[src/rtl/pr_pkg.sv]
// Shared definitions for the pipeline-stage skid registers: state encoding, bubble
// constant and per-stage payload widths so every stage boundary sizes from one place.
package pr_pkg;

  localparam logic [1:0] PR_EMPTY = 2'd0;
  localparam logic [1:0] PR_MAIN  = 2'd1;
  localparam logic [1:0] PR_FULL  = 2'd2;

  // Encoding equals the number of held entries, so state doubles as occupancy.
  typedef enum logic [1:0] {
    StEmpty = PR_EMPTY,
    StMain  = PR_MAIN,
    StFull  = PR_FULL
  } pr_state_e;

  localparam int unsigned PR_DATA_W_DEFAULT = 128;
  localparam int unsigned PR_CTRL_W_DEFAULT = 32;
  localparam int unsigned PR_CNT_W_DEFAULT  = 16;

  localparam logic [PR_CTRL_W_DEFAULT-1:0] PR_CTRL_BUBBLE = '0;

  localparam int unsigned PR_IF_ID_DATA_W  = 96;
  localparam int unsigned PR_IF_ID_CTRL_W  = 8;
  localparam int unsigned PR_ID_EX_DATA_W  = 128;
  localparam int unsigned PR_ID_EX_CTRL_W  = 32;
  localparam int unsigned PR_EX_MEM_DATA_W = 128;
  localparam int unsigned PR_EX_MEM_CTRL_W = 16;
  localparam int unsigned PR_MEM_WB_DATA_W = 64;
  localparam int unsigned PR_MEM_WB_CTRL_W = 8;

endpackage : pr_pkg

[src/rtl/pr_slot.sv]
// Single storage entry of a pipeline stage: valid flag, data and control payloads,
// with load, clear of the valid flag and bubble masking of the control output.
module pr_slot #(
  parameter int unsigned          DATA_W      = 128,
  parameter int unsigned          CTRL_W      = 32,
  parameter logic [CTRL_W-1:0]    CTRL_BUBBLE = '0
) (
  input  logic              clk_i,
  input  logic              rst_ni,
  input  logic              load_i,
  input  logic              clr_i,
  input  logic [DATA_W-1:0] data_i,
  input  logic [CTRL_W-1:0] ctrl_i,
  output logic              valid_o,
  output logic [DATA_W-1:0] data_o,
  output logic [CTRL_W-1:0] ctrl_o
);

  logic              valid_q, valid_d;
  logic [DATA_W-1:0] data_q, data_d;
  logic [CTRL_W-1:0] ctrl_q, ctrl_d;

  // Clear only drops the valid flag; payloads are left untouched.
  always_comb begin
    valid_d = valid_q;
    data_d  = data_q;
    ctrl_d  = ctrl_q;
    if (clr_i) begin
      valid_d = 1'b0;
    end else if (load_i) begin
      valid_d = 1'b1;
      data_d  = data_i;
      ctrl_d  = ctrl_i;
    end
  end

  always_ff @(posedge clk_i or negedge rst_ni) begin
    if (!rst_ni) begin
      valid_q <= 1'b0;
      data_q  <= '0;
      ctrl_q  <= CTRL_BUBBLE;
    end else begin
      valid_q <= valid_d;
      data_q  <= data_d;
      ctrl_q  <= ctrl_d;
    end
  end

  assign valid_o = valid_q;
  assign data_o  = data_q;
  assign ctrl_o  = valid_q ? ctrl_q : CTRL_BUBBLE;

endmodule : pr_slot

[src/rtl/pr_stage_skid.sv]
// Pipeline-stage register with valid/ready handshake, 2-entry skid buffer, synchronous
// flush, bubble insertion on the control payload and a saturating stall counter.
module pr_stage_skid
  import pr_pkg::*;
#(
  parameter int unsigned       DATA_W      = PR_DATA_W_DEFAULT,
  parameter int unsigned       CTRL_W      = PR_CTRL_W_DEFAULT,
  parameter logic [CTRL_W-1:0] CTRL_BUBBLE = '0,
  parameter int unsigned       CNT_W       = PR_CNT_W_DEFAULT
) (
  input  logic              clk_i,
  input  logic              rst_ni,
  input  logic              in_valid_i,
  output logic              in_ready_o,
  input  logic [DATA_W-1:0] in_data_i,
  input  logic [CTRL_W-1:0] in_ctrl_i,
  output logic              out_valid_o,
  input  logic              out_ready_i,
  output logic [DATA_W-1:0] out_data_o,
  output logic [CTRL_W-1:0] out_ctrl_o,
  input  logic              flush_i,
  output logic [1:0]        occupancy_o,
  output logic [CNT_W-1:0]  stall_cnt_o
);

  localparam logic [CNT_W-1:0] CntMax = {CNT_W{1'b1}};

  pr_state_e         state_q, state_d;
  logic [CNT_W-1:0]  stall_cnt_q, stall_cnt_d;

  logic              push, pop;
  logic              main_load, main_clr, main_from_skid;
  logic              skid_load, skid_clr;
  logic              main_valid, skid_valid;
  logic [DATA_W-1:0] main_data, skid_data, main_data_in;
  logic [CTRL_W-1:0] main_ctrl, skid_ctrl, main_ctrl_in;

  // in_ready is a pure register output, so out_ready never reaches it combinationally.
  assign in_ready_o = ~skid_valid;
  assign push       = in_valid_i & in_ready_o;
  assign pop        = main_valid & out_ready_i;

  always_comb begin
    state_d        = state_q;
    main_load      = 1'b0;
    main_clr       = 1'b0;
    main_from_skid = 1'b0;
    skid_load      = 1'b0;
    skid_clr       = 1'b0;
    if (flush_i) begin
      state_d  = StEmpty;
      main_clr = 1'b1;
      skid_clr = 1'b1;
    end else begin
      unique case (state_q)
        StEmpty: begin
          if (push) begin
            main_load = 1'b1;
            state_d   = StMain;
          end
        end
        StMain: begin
          if (push && pop) begin
            main_load = 1'b1;
          end else if (push) begin
            skid_load = 1'b1;
            state_d   = StFull;
          end else if (pop) begin
            main_clr = 1'b1;
            state_d  = StEmpty;
          end
        end
        StFull: begin
          if (pop) begin
            main_load      = 1'b1;
            main_from_skid = 1'b1;
            skid_clr       = 1'b1;
            state_d        = StMain;
          end
        end
        default: begin
          state_d  = StEmpty;
          main_clr = 1'b1;
          skid_clr = 1'b1;
        end
      endcase
    end
  end

  assign main_data_in = main_from_skid ? skid_data : in_data_i;
  assign main_ctrl_in = main_from_skid ? skid_ctrl : in_ctrl_i;

  always_comb begin
    stall_cnt_d = stall_cnt_q;
    if (main_valid && !out_ready_i && !flush_i && (stall_cnt_q != CntMax)) begin
      stall_cnt_d = stall_cnt_q + 1'b1;
    end
  end

  always_ff @(posedge clk_i or negedge rst_ni) begin
    if (!rst_ni) begin
      state_q     <= StEmpty;
      stall_cnt_q <= '0;
    end else begin
      state_q     <= state_d;
      stall_cnt_q <= stall_cnt_d;
    end
  end

  pr_slot #(
    .DATA_W      (DATA_W),
    .CTRL_W      (CTRL_W),
    .CTRL_BUBBLE (CTRL_BUBBLE)
  ) u_main (
    .clk_i   (clk_i),
    .rst_ni  (rst_ni),
    .load_i  (main_load),
    .clr_i   (main_clr),
    .data_i  (main_data_in),
    .ctrl_i  (main_ctrl_in),
    .valid_o (main_valid),
    .data_o  (main_data),
    .ctrl_o  (main_ctrl)
  );

  pr_slot #(
    .DATA_W      (DATA_W),
    .CTRL_W      (CTRL_W),
    .CTRL_BUBBLE (CTRL_BUBBLE)
  ) u_skid (
    .clk_i   (clk_i),
    .rst_ni  (rst_ni),
    .load_i  (skid_load),
    .clr_i   (skid_clr),
    .data_i  (in_data_i),
    .ctrl_i  (in_ctrl_i),
    .valid_o (skid_valid),
    .data_o  (skid_data),
    .ctrl_o  (skid_ctrl)
  );

  assign out_valid_o = main_valid;
  assign out_data_o  = main_data;
  assign out_ctrl_o  = main_ctrl;
  assign occupancy_o = state_q;
  assign stall_cnt_o = stall_cnt_q;

endmodule : pr_stage_skid

[config.mk]
export PLATFORM = sky130hd
export DESIGN_NAME = pr_stage_skid
export DESIGN_NICKNAME = d
export VERILOG_FILES = /design/src/rtl/pr_pkg.sv /design/src/rtl/pr_slot.sv /design/src/rtl/pr_stage_skid.sv
export SDC_FILE = /design/constraint.sdc
export NUM_CORES = 1
export LEC_CHECK = 0
export ABC_AREA = 1
export CAP_MARGIN = 20
export CORE_MARGIN = 2
export CORE_UTILIZATION = 51
export CTS_CLUSTER_SIZE = 10
export DETAILED_ROUTE_END_ITERATION = 12
export PLACE_DENSITY = 0.86
export SLEW_MARGIN = 15
export SYNTH_ARGS = -nofsm -noshare
export SYNTH_HDL_FRONTEND = slang
export SYNTH_SLANG_ARGS = --single-unit
[constraint.sdc]
create_clock -name clk_i -period 1.95 [get_ports clk_i]
set_input_delay 0.4875 -clock clk_i [delete_from_list [all_inputs] [get_ports clk_i]]
set_output_delay 0.4875 -clock clk_i [all_outputs]
set_load 0.02 [all_outputs]
* Word-level counts from Yosys, hierarchy flattened
Index checks and enable logic that the tools add are counted.
** Storage, ports and cells
- Register bits after elaboration :: 340
- Output and inout port bits :: 180
- Logic and storage cells :: 66
** Operators by class
- Add/sub/neg operators :: 1
- Equality and inequality tests :: 7
- Multiplexer cells :: 31
- Bitwise operators :: 5
- Reduce and logical (&&, ||, !) cells :: 14
** Operators with widths (number)
- 128-bit two-way mux :: 1
- 32-bit two-way mux :: 3
- 1-bit two-way mux :: 17
- 16-bit by 1-bit adder with 16-bit output (second input constant) :: 1
- 16-bit inequality test (second input constant) :: 1
- 2-bit two-way mux :: 6
- 3-bit inequality test (second input constant) :: 3
- 2-bit case mux with 3 select lines :: 1
- 1-bit logical AND :: 4
- 4-bit inequality test (second input constant) :: 1
- 1-bit case mux with 2 select lines :: 2
- 2-bit AND reduction :: 2
- 4-bit AND reduction :: 1
- 2-bit nonzero test :: 2
- 2-bit OR reduction :: 2
- 1-bit NOT :: 3
- 1-bit case mux with 3 select lines :: 1
- 1-bit bitwise AND :: 2
- 2-bit by 1-bit equality test with 1-bit output (second input constant) :: 1
- 2-bit equality test (second input constant) :: 1
- 1-bit zero test :: 2
- 2-bit zero test :: 1

* Depth between registers and ports, before layout
Gate-level depths: netlist of the first run.
- Word-level depth :: 8
- Mapped depth :: 10
- Gate-level depth less buffers :: 9

* By module
Synthesis of the first run repeated with hierarchy kept, for this count alone.
** Unflattened totals
- Cells, all modules :: 1898
- Area total of the unflattened synthesis :: 16723.5 um^2
** Modules (own cells, without submodules)
- pr_slot :: times used 2, cells an instance 765, area an instance 6600.1 um^2
- pr_stage_skid :: times used 1, cells an instance 368, area an instance 3523.4 um^2

* Worst setup path before layout of the first run
No wires, ideal clock.
- Kind :: register to register
- Start :: register u_main.valid_q (netlist: u_main.valid_o)
- End :: register u_main.data_q[58] (netlist: u_main.data_o[58])
- Setup time :: 0.117 ns
- Arrival time :: 1.615 ns
- Setup slack :: 0.218 ns
- Stages on the path, launching flop included :: 11
- Path buffers :: 3
- Clock period less this slack :: 1.732 ns
- Path through :: dfrtp_1 buf_4 nand2_4 nor3_4 nand2_2 buf_2 buf_2 nand2_1 o21ai_0 nand2_1 nand2_1
** On the way
- Longest elaborated chain between the ends :: 8
** RTL lines
- from (decl) :: RTL line pr_slot.sv:19 : logic valid_q, valid_d;
- from (signal assigned) :: RTL line pr_slot.sv:43 : valid_q <= valid_d;
- 1-bit bitwise AND (*) :: RTL line pr_stage_skid.sv:41 : assign pop = main_valid & out_ready_i;
- 1-bit two-way mux :: RTL line pr_stage_skid.sv:68, pr_stage_skid.sv:74
- 1-bit two-way mux :: RTL line pr_stage_skid.sv:65 : end else if (push) begin
- 1-bit two-way mux :: RTL line pr_stage_skid.sv:63 : if (push && pop) begin
- 1-bit case mux with 2 select lines :: RTL line pr_stage_skid.sv:55 : unique case (state_q)
- 1-bit two-way mux :: RTL line pr_stage_skid.sv:50 : if (flush_i) begin
- 1-bit NOT (no source line)
- 2-bit AND reduction (no source line)
- to (signal assigned) :: RTL line pr_slot.sv:44 : data_q <= data_d;
- to (decl) :: RTL line pr_slot.sv:20 : logic [DATA_W-1:0] data_q, data_d;
Every way passes the cells marked *; elsewhere a longest branch is shown, timed or not.
A chain may end at the register's enable or synchronous reset.

* Worst setup path after layout of the first run
- Start :: register u_main.valid_q (netlist: u_main.valid_o)
- End :: output out_ctrl_o[17]
** On the way
- Longest elaborated chain between the ends :: 1
** RTL lines
- 32-bit two-way mux :: RTL line pr_slot.sv:51 : assign ctrl_o = valid_q ? ctrl_q : CTRL_BUBBLE;
- to (decl) :: RTL line pr_stage_skid.sv:20 : output logic [CTRL_W-1:0] out_ctrl_o,
No other way between the ends.

==> results of run 1 <==
## Yosys cell counts
library cell and instances:
a21o_1 1, a21oi_1 126, a31oi_1 1, buf_1 6
buf_2 63, buf_4 2, clkbuf_1 47, dfrtp_1 340
ha_1 1, inv_1 174, inv_2 1, nand2_1 858
nand2_2 1, nand2_4 1, nand3_1 54, nand4_1 6
nor2_1 146, nor2_2 1, nor3_4 1, o21a_1 1
o21ai_0 13, o21ai_1 150, xnor2_1 7
## metrics by stage
step / hold slack (ns) / util [%] / TNS (ns) / setup slack, ns
detailed placement: 0.420 / 66.3 / -67.04 / -0.307
global placement: 0.417 / 66.3 / -61.18 / -0.258
finish: 0.463 / 73.3 / -3.78 / -0.0806
CTS: 0.467 / 69.5 / -1.54 / -0.124
global route: 0.481 / 73.3 / -17.99 / -0.189
floorplan: 0.192 / - / 0 / 0.218
## cell families (layout without fill, tap and decap cells)
kind of cell,Yosys count,in the layout,synth area share (%)
adder cells (fa/ha/maj),1,1,0.0815
flip-flops,340,340,55.4
AND/OR/NAND/NOR,1068,1070,26.8
AO/OA/AOI/OAI,292,292,9.56
other,0,4,0
buffers and inverters,293,674,7.73
XOR/XNOR,7,7,0.399
## cells in the final DEF (no fill, tap or decap), drive strengths merged, types with 4 or more instances in the layout
cell	n
o21ai	163
nor2	147
clkdlybuf4s50	164
dfrtp	340
diode	4
clkbuf	62
nand3	54
inv	175
a21oi	126
nand4	6
xnor2	7
dlygate4sd2	146
nand2	862
buf	123
## layout make-up
class	count	area share [%]
flip-flops and latches	340	39.2
multi-input cells	1370	27.5
repair buffers	452	23.0
clock buffers	44	4.87
inverters	175	3.02
well taps	390	2.25
clock inverters	3	0.132
diodes	4	0.0461
## final timing paths
check / start / to / slack (ns) / depth (start not counted)
min in group clk_i: u_main.data_o[19] / u_main.data_o[19] / 0.46 / 2
max in group asynchronous: rst_ni / u_main.data_o[58] / 0.77 / 3
setup reg to reg: u_main.valid_o / u_main.data_o[86] / -0.08 / 12
hold reg to reg: u_main.data_o[19] / u_main.data_o[19] / 0.46 / 2
hold / removal: rst_ni / u_main.data_o[95] / 0.46 / 2
setup / recovery: u_main.valid_o / out_ctrl_o[17] / -0.08 / 6
## power breakdown
group	switching [W]	internal, W	total, W
Combinational	0.00700	0.00446	0.0115
Sequential	0.00174	0.0102	0.0119
Clock	0.00274	0.00380	0.00654
Total	0.0115	0.0184	0.0299
## sequential cells by signal, summed over array words and instances (netlist names)
| signal | flops |
|---|---|
| occupancy_o | 2 |
| stall_cnt_o | 16 |
| u_main.ctrl_q | 32 |
| u_main.data_o | 128 |
| u_main.valid_o | 1 |
| u_skid.ctrl_q | 32 |
| u_skid.data_o | 128 |
| u_skid.valid_o | 1 |
## timing repair
action                                  in CTS  in global routing
hold endpoints to repair                    34                  0
setup buffers                                4                  8
gates cloned                                 1                 30
endpoints found under the setup margin     179                223
pin swaps                                    1                  9
resized for setup                          315                134
hold buffers                                 1                  0
## per-layer routing
metal	track usage [%]	wire (um)	vias up
li1	-	-	6916
met1	33.8	18500	7256
met2	47.4	24800	875
met3	6.60	4670	218
met4	12.5	2670	0
met5	0	0	-
## worst register-to-register path, delay by kind of cell, from the launching register on
family,cells,cell delay (ns)
buf+inv,6,0.89
compound gates,1,0.23
flops,1,0.43
simple gates,5,0.43
==> impl_results.md, run 1 <==
* Actual slew at the worst max-slew pin at 0.421 ns
* Die Ht at 178 um
* IO buf count at 344
* Distinct cells, synth at 23
* Crit-path leading delay family: buffers and inverters
* Arr. time, crit path at 1.54 ns
* Pre-antenna DRT Iters at 8
* Fillers at 2066
* Cell Pwr Density at 1380 nW/um2
* Max rail drop VDD at 0.839 mV
* Unrepaired setup endpoints after global routing: yes
* Clk buf depth at 3
* Vias at 15.3k
* Total Wirelength at 50.6 mm
* Cell Count, Final, Fillers Out at 2778
* CP Class: register to output port
* Final Total Pwr at 0.0299 W
* Ys Warns at 0
* CTS tree: built
* Post-route minimum period at 2.03 ns
* First-pass GRT wire length at 70.6 mm
* Share of cells above drive strength 1 at 11.8%
* Sink Count at 340
* Setup slack after layout at -0.0806 ns
* Largest net degree at the start of global routing at 72
* Vias/cell at 5.49
* CP cell instances: buf_12, buf_12, buf_12, nand2_2, inv_2, buf_6
* Grt ovf at 0
* Yosys top cell by area: dfrtp_1
* CP bufs+invs at 5
* # rows at 63
* CORE AREA at 29600 um2
* Nets at 2545
* Register Area at 8510 um2
* Sequential area share after synthesis at 55.4%
* CP Launch Type: register
* Period utilization at 104%
* Final Hold Fails at 0
* Area of the multi-input gates at 5980 um2
* Setup violations, final at 129
* CP Data Required Time at 1.46 ns
* Failing checks: setup timing
* DRC viols at 0
* Initial antenna violation count at 3
* Final Wtd Congestion at 0.886
* Syn Inst Count at 2001
* Most used cell, CP: buf_12
* Post-synth top area share at 55.4%
* 1st-iter DRT viols at 1530
* Final ANT Viol Nets at 0
* Clock slew at reported path FFs at 0.05 ns
* Clock root cell: clkbuf_16
* Syn Std Cell Area at 15400 um2
* Status: finished with violations
* Final HPWL DP at 29.5 mm
* Mapped Nets at 2167
* Max Freq at 492 MHz
* Leak Pwr at 11.9 nW
* Syn-to-layout area delta at 41.5%
* DIE AREA at 31500 um2
* Die width at 178 um
* Final clock skew at 0.0180 ns
* Max-slew headroom at 71.9%
* Worst path slowest cell: dfrtp_2
* Inserted Clock Buffers at 40
* CP Capture Type: output port
* Crit-path max cell delay at 0.43 ns
* Worst-Skew Late Latency at 0.53 ns
* Synth area leaders: dfrtp_1, nand2_1, o21ai_1
* Max FO, Critical Path at 6
* Starting Density at 51.8%
* All-Layer GR Usage at 27.9%
* MaxCap Viol Count at 0
* Min-delay worst type: primary input to async pin
* Mean Syn Cell Area at 7.67 um2
* FF+latch count, synth at 340
* H-tree depth at 2
* DP Cell Count at 2683
* Final Max Tran Viols at 0
* Vias in the first global route at 14.4k
* Design area at 21700 um2
* Placement Cell Area at 19700 um2
* I/O pin count at 345
* WL/cell at 18.2 um
Note: power is estimated with default switching activity, not from simulation.
==> run 2: changes to the inputs <==
--- a/config.mk
+++ b/config.mk
@@ -9,6 +9,7 @@
 export CAP_MARGIN = 20
 export CORE_MARGIN = 2
 export CORE_UTILIZATION = 51
+export CTS_CLUSTER_DIAMETER = 30
 export CTS_CLUSTER_SIZE = 10
 export DETAILED_ROUTE_END_ITERATION = 12
 export PLACE_DENSITY = 0.86
==> run 2 against run 1 <==
Compared with the run above: the flow still finishes with violations (setup timing); utilization up 7.1 points; clock power rose by 76%; non-clock buffer count rose by 6; fmax decreased by 5.0%; register-to-register slack worse by 0.11 ns; worst setup slack worse by 0.11 ns; die area unchanged.
==> impl_results.md, run 2 (synthesis results as in run 1) <==
* Final Max Tran Viols at 0
* Crit-path leading delay family: buffers and inverters
* Clk buf depth at 3
* Register Area at 8510 um2
* Unrepaired setup endpoints after global routing: yes
* Final HPWL DP at 29.5 mm
* Max rail drop VDD at 1.30 mV
* Setup violations, final at 186
* Crit-path max cell delay at 0.40 ns
* CP bufs+invs at 6
* Arr. time, crit path at 2.54 ns
* Max-slew headroom at 70.8%
* Most used cell, CP: buf_12
* Cell Pwr Density at 1490 nW/um2
* Hold_ws at 0.449 ns
* Status: finished with violations
* Most frequent cells in the layout: nand2_1, dfrtp_1, clkdlybuf4s50_1
* Final Hold Fails at 0
* DRC viols at 0
* First-pass GRT wire length at 75.1 mm
* Worst reg2reg endpoint: u_main.data_o[34]
* GR Layer Usage met1 at 34.6%
* Final Wtd Congestion at 0.886
* Clock slew at reported path FFs at 0.05 ns
* Met2 Usage GRT at 51.3%
* Worst reg-to-reg path cell count at 13
* Vias at 16.1k
* Inserted Clock Buffers at 68
* Largest net degree at the start of global routing at 72
* Reg2reg start: u_main.valid_o
* DIE AREA at 31500 um2
* Vias/cell at 5.65
* Failing checks: setup timing
* Min-delay worst type: primary input to async pin
* Cell Count, Final, Fillers Out at 2853
* CP Data Required Time at 2.35 ns
* CTS tree: built
* Worst-Skew Late Latency at 0.56 ns
* Actual slew at the worst max-slew pin at 0.437 ns
* Sink Count at 340
* CP Capture Type: register
* GR Layer Usage met3 at 7.41%
* IO buf count at 344
* Period utilization at 110%
* Pre-antenna DRT Iters at 6
* Fillers at 1692
* CORE AREA at 29600 um2
* Grt ovf at 0
* Die width at 178 um
* Total Wirelength at 57.4 mm
* DP Cell Count at 2683
* WL/cell at 20.1 um
* Share of cells above drive strength 1 at 19.5%
* Area of the multi-input gates at 6680 um2
* Leak Pwr at 12.7 nW
* CP cell instances: buf_12, buf_12, buf_6, nand2_4, nor3_4, buf_6, nand2_8, buf_12, clkbuf_16, nand2_2, o21ai_2, nand2_1, nand2_1
* I/O pin count at 345
* Worst path slowest cell: dfrtp_2
* 1st-iter DRT viols at 1791
* Post-layout util at 80.4%
* MaxCap Viol Count at 0
* Post-route minimum period at 2.14 ns
* CP Class: register to register
* Syn-to-layout area delta at 55.2%
* Final ANT Viol Nets at 0
* Final Total Pwr at 0.0355 W
* H-tree depth at 3
* CP Launch Type: register
* Setup slack after layout at -0.187 ns
* Setup_tns at -10.49 ns
* All-Layer GR Usage at 29.9%
* Max FO, Critical Path at 8
* Final clock skew at 0.0312 ns
* Nets at 2578
* Grt peak-use layer: met2
* R2r setup slk at -0.19 ns
* Starting Density at 51.8%
* Die Ht at 178 um
* Vias in the first global route at 15.2k
* Max Freq at 468 MHz
* Clock root cell: clkbuf_16
* Most common cell after layout, fill and taps aside: nand2_1
* Initial antenna violation count at 2
* # rows at 63
-- run 2: cell count changes in the layout (fill, tap and decap cells not counted), moves of 11 or more --
cell | previous run | this run
clkbuf_16 | 60 | 89
nand2_1 | 809 | 741
buf_12 | 29 | 40
o21ai_2 | 25 | 62
o21ai_1 | 127 | 84
nand2_4 | 6 | 68
-- run 2: through the flow --
| step | setup WS [ns] | area (um2) |
|---|---|---|
| 3_3_place_gp | -0.258 | 19700 |
| 3_5_place_dp | -0.307 | 19700 |
| 6_report | -0.187 | 23800 |
| 4_1_cts | -0.147 | 21900 |
| 2_1_floorplan | 0.218 | 15400 |
| 5_1_grt | -0.256 | 23800 |
-- run 2: timing repair --
item                                   4_1_cts  5_1_grt
setup buffers                                4       10
endpoints found under the hold margin       34        0
resized for setup                          337      319
cloned                                       1       33
hold buffers                                 1        0
pin swaps                                    1       58
setup endpoints to repair                  180      243
-- run 2: worst max-delay path by stage --
stage	start	endpoint	cells after the start
after floorplan	u_main.valid_o	u_main.data_o[58]	10
after global placement	out_ready_i	u_main.data_o[108]	9
after detailed placement	out_ready_i	u_main.data_o[125]	9
after CTS	u_main.valid_o	out_ctrl_o[16]	6
after global routing	u_main.valid_o	u_main.ctrl_q[8]	13
final	u_main.valid_o	u_main.data_o[34]	13
-- run 2: routing by layer --
metal  wire (um)  share of wire [%]
met1       20100                 35
met4        3850                6.7
met2       28200                 49
met5           0                  0
met3        5230                9.1
-- run 2: power breakdown --
part           switching (W)  internal, W
registers            0.00192       0.0102
logic                0.00749      0.00444
clock network        0.00386      0.00764
-- run 2: final cells by class --
class	instances	share of cell area [%]
diodes	2	0.0210
clock buffers	84	7.86
clock inverters	35	1.75
inverters	175	2.76
multi-input cells	1369	28.1
flip-flops and latches	340	35.7
well taps	390	2.05
repair buffers	458	21.8
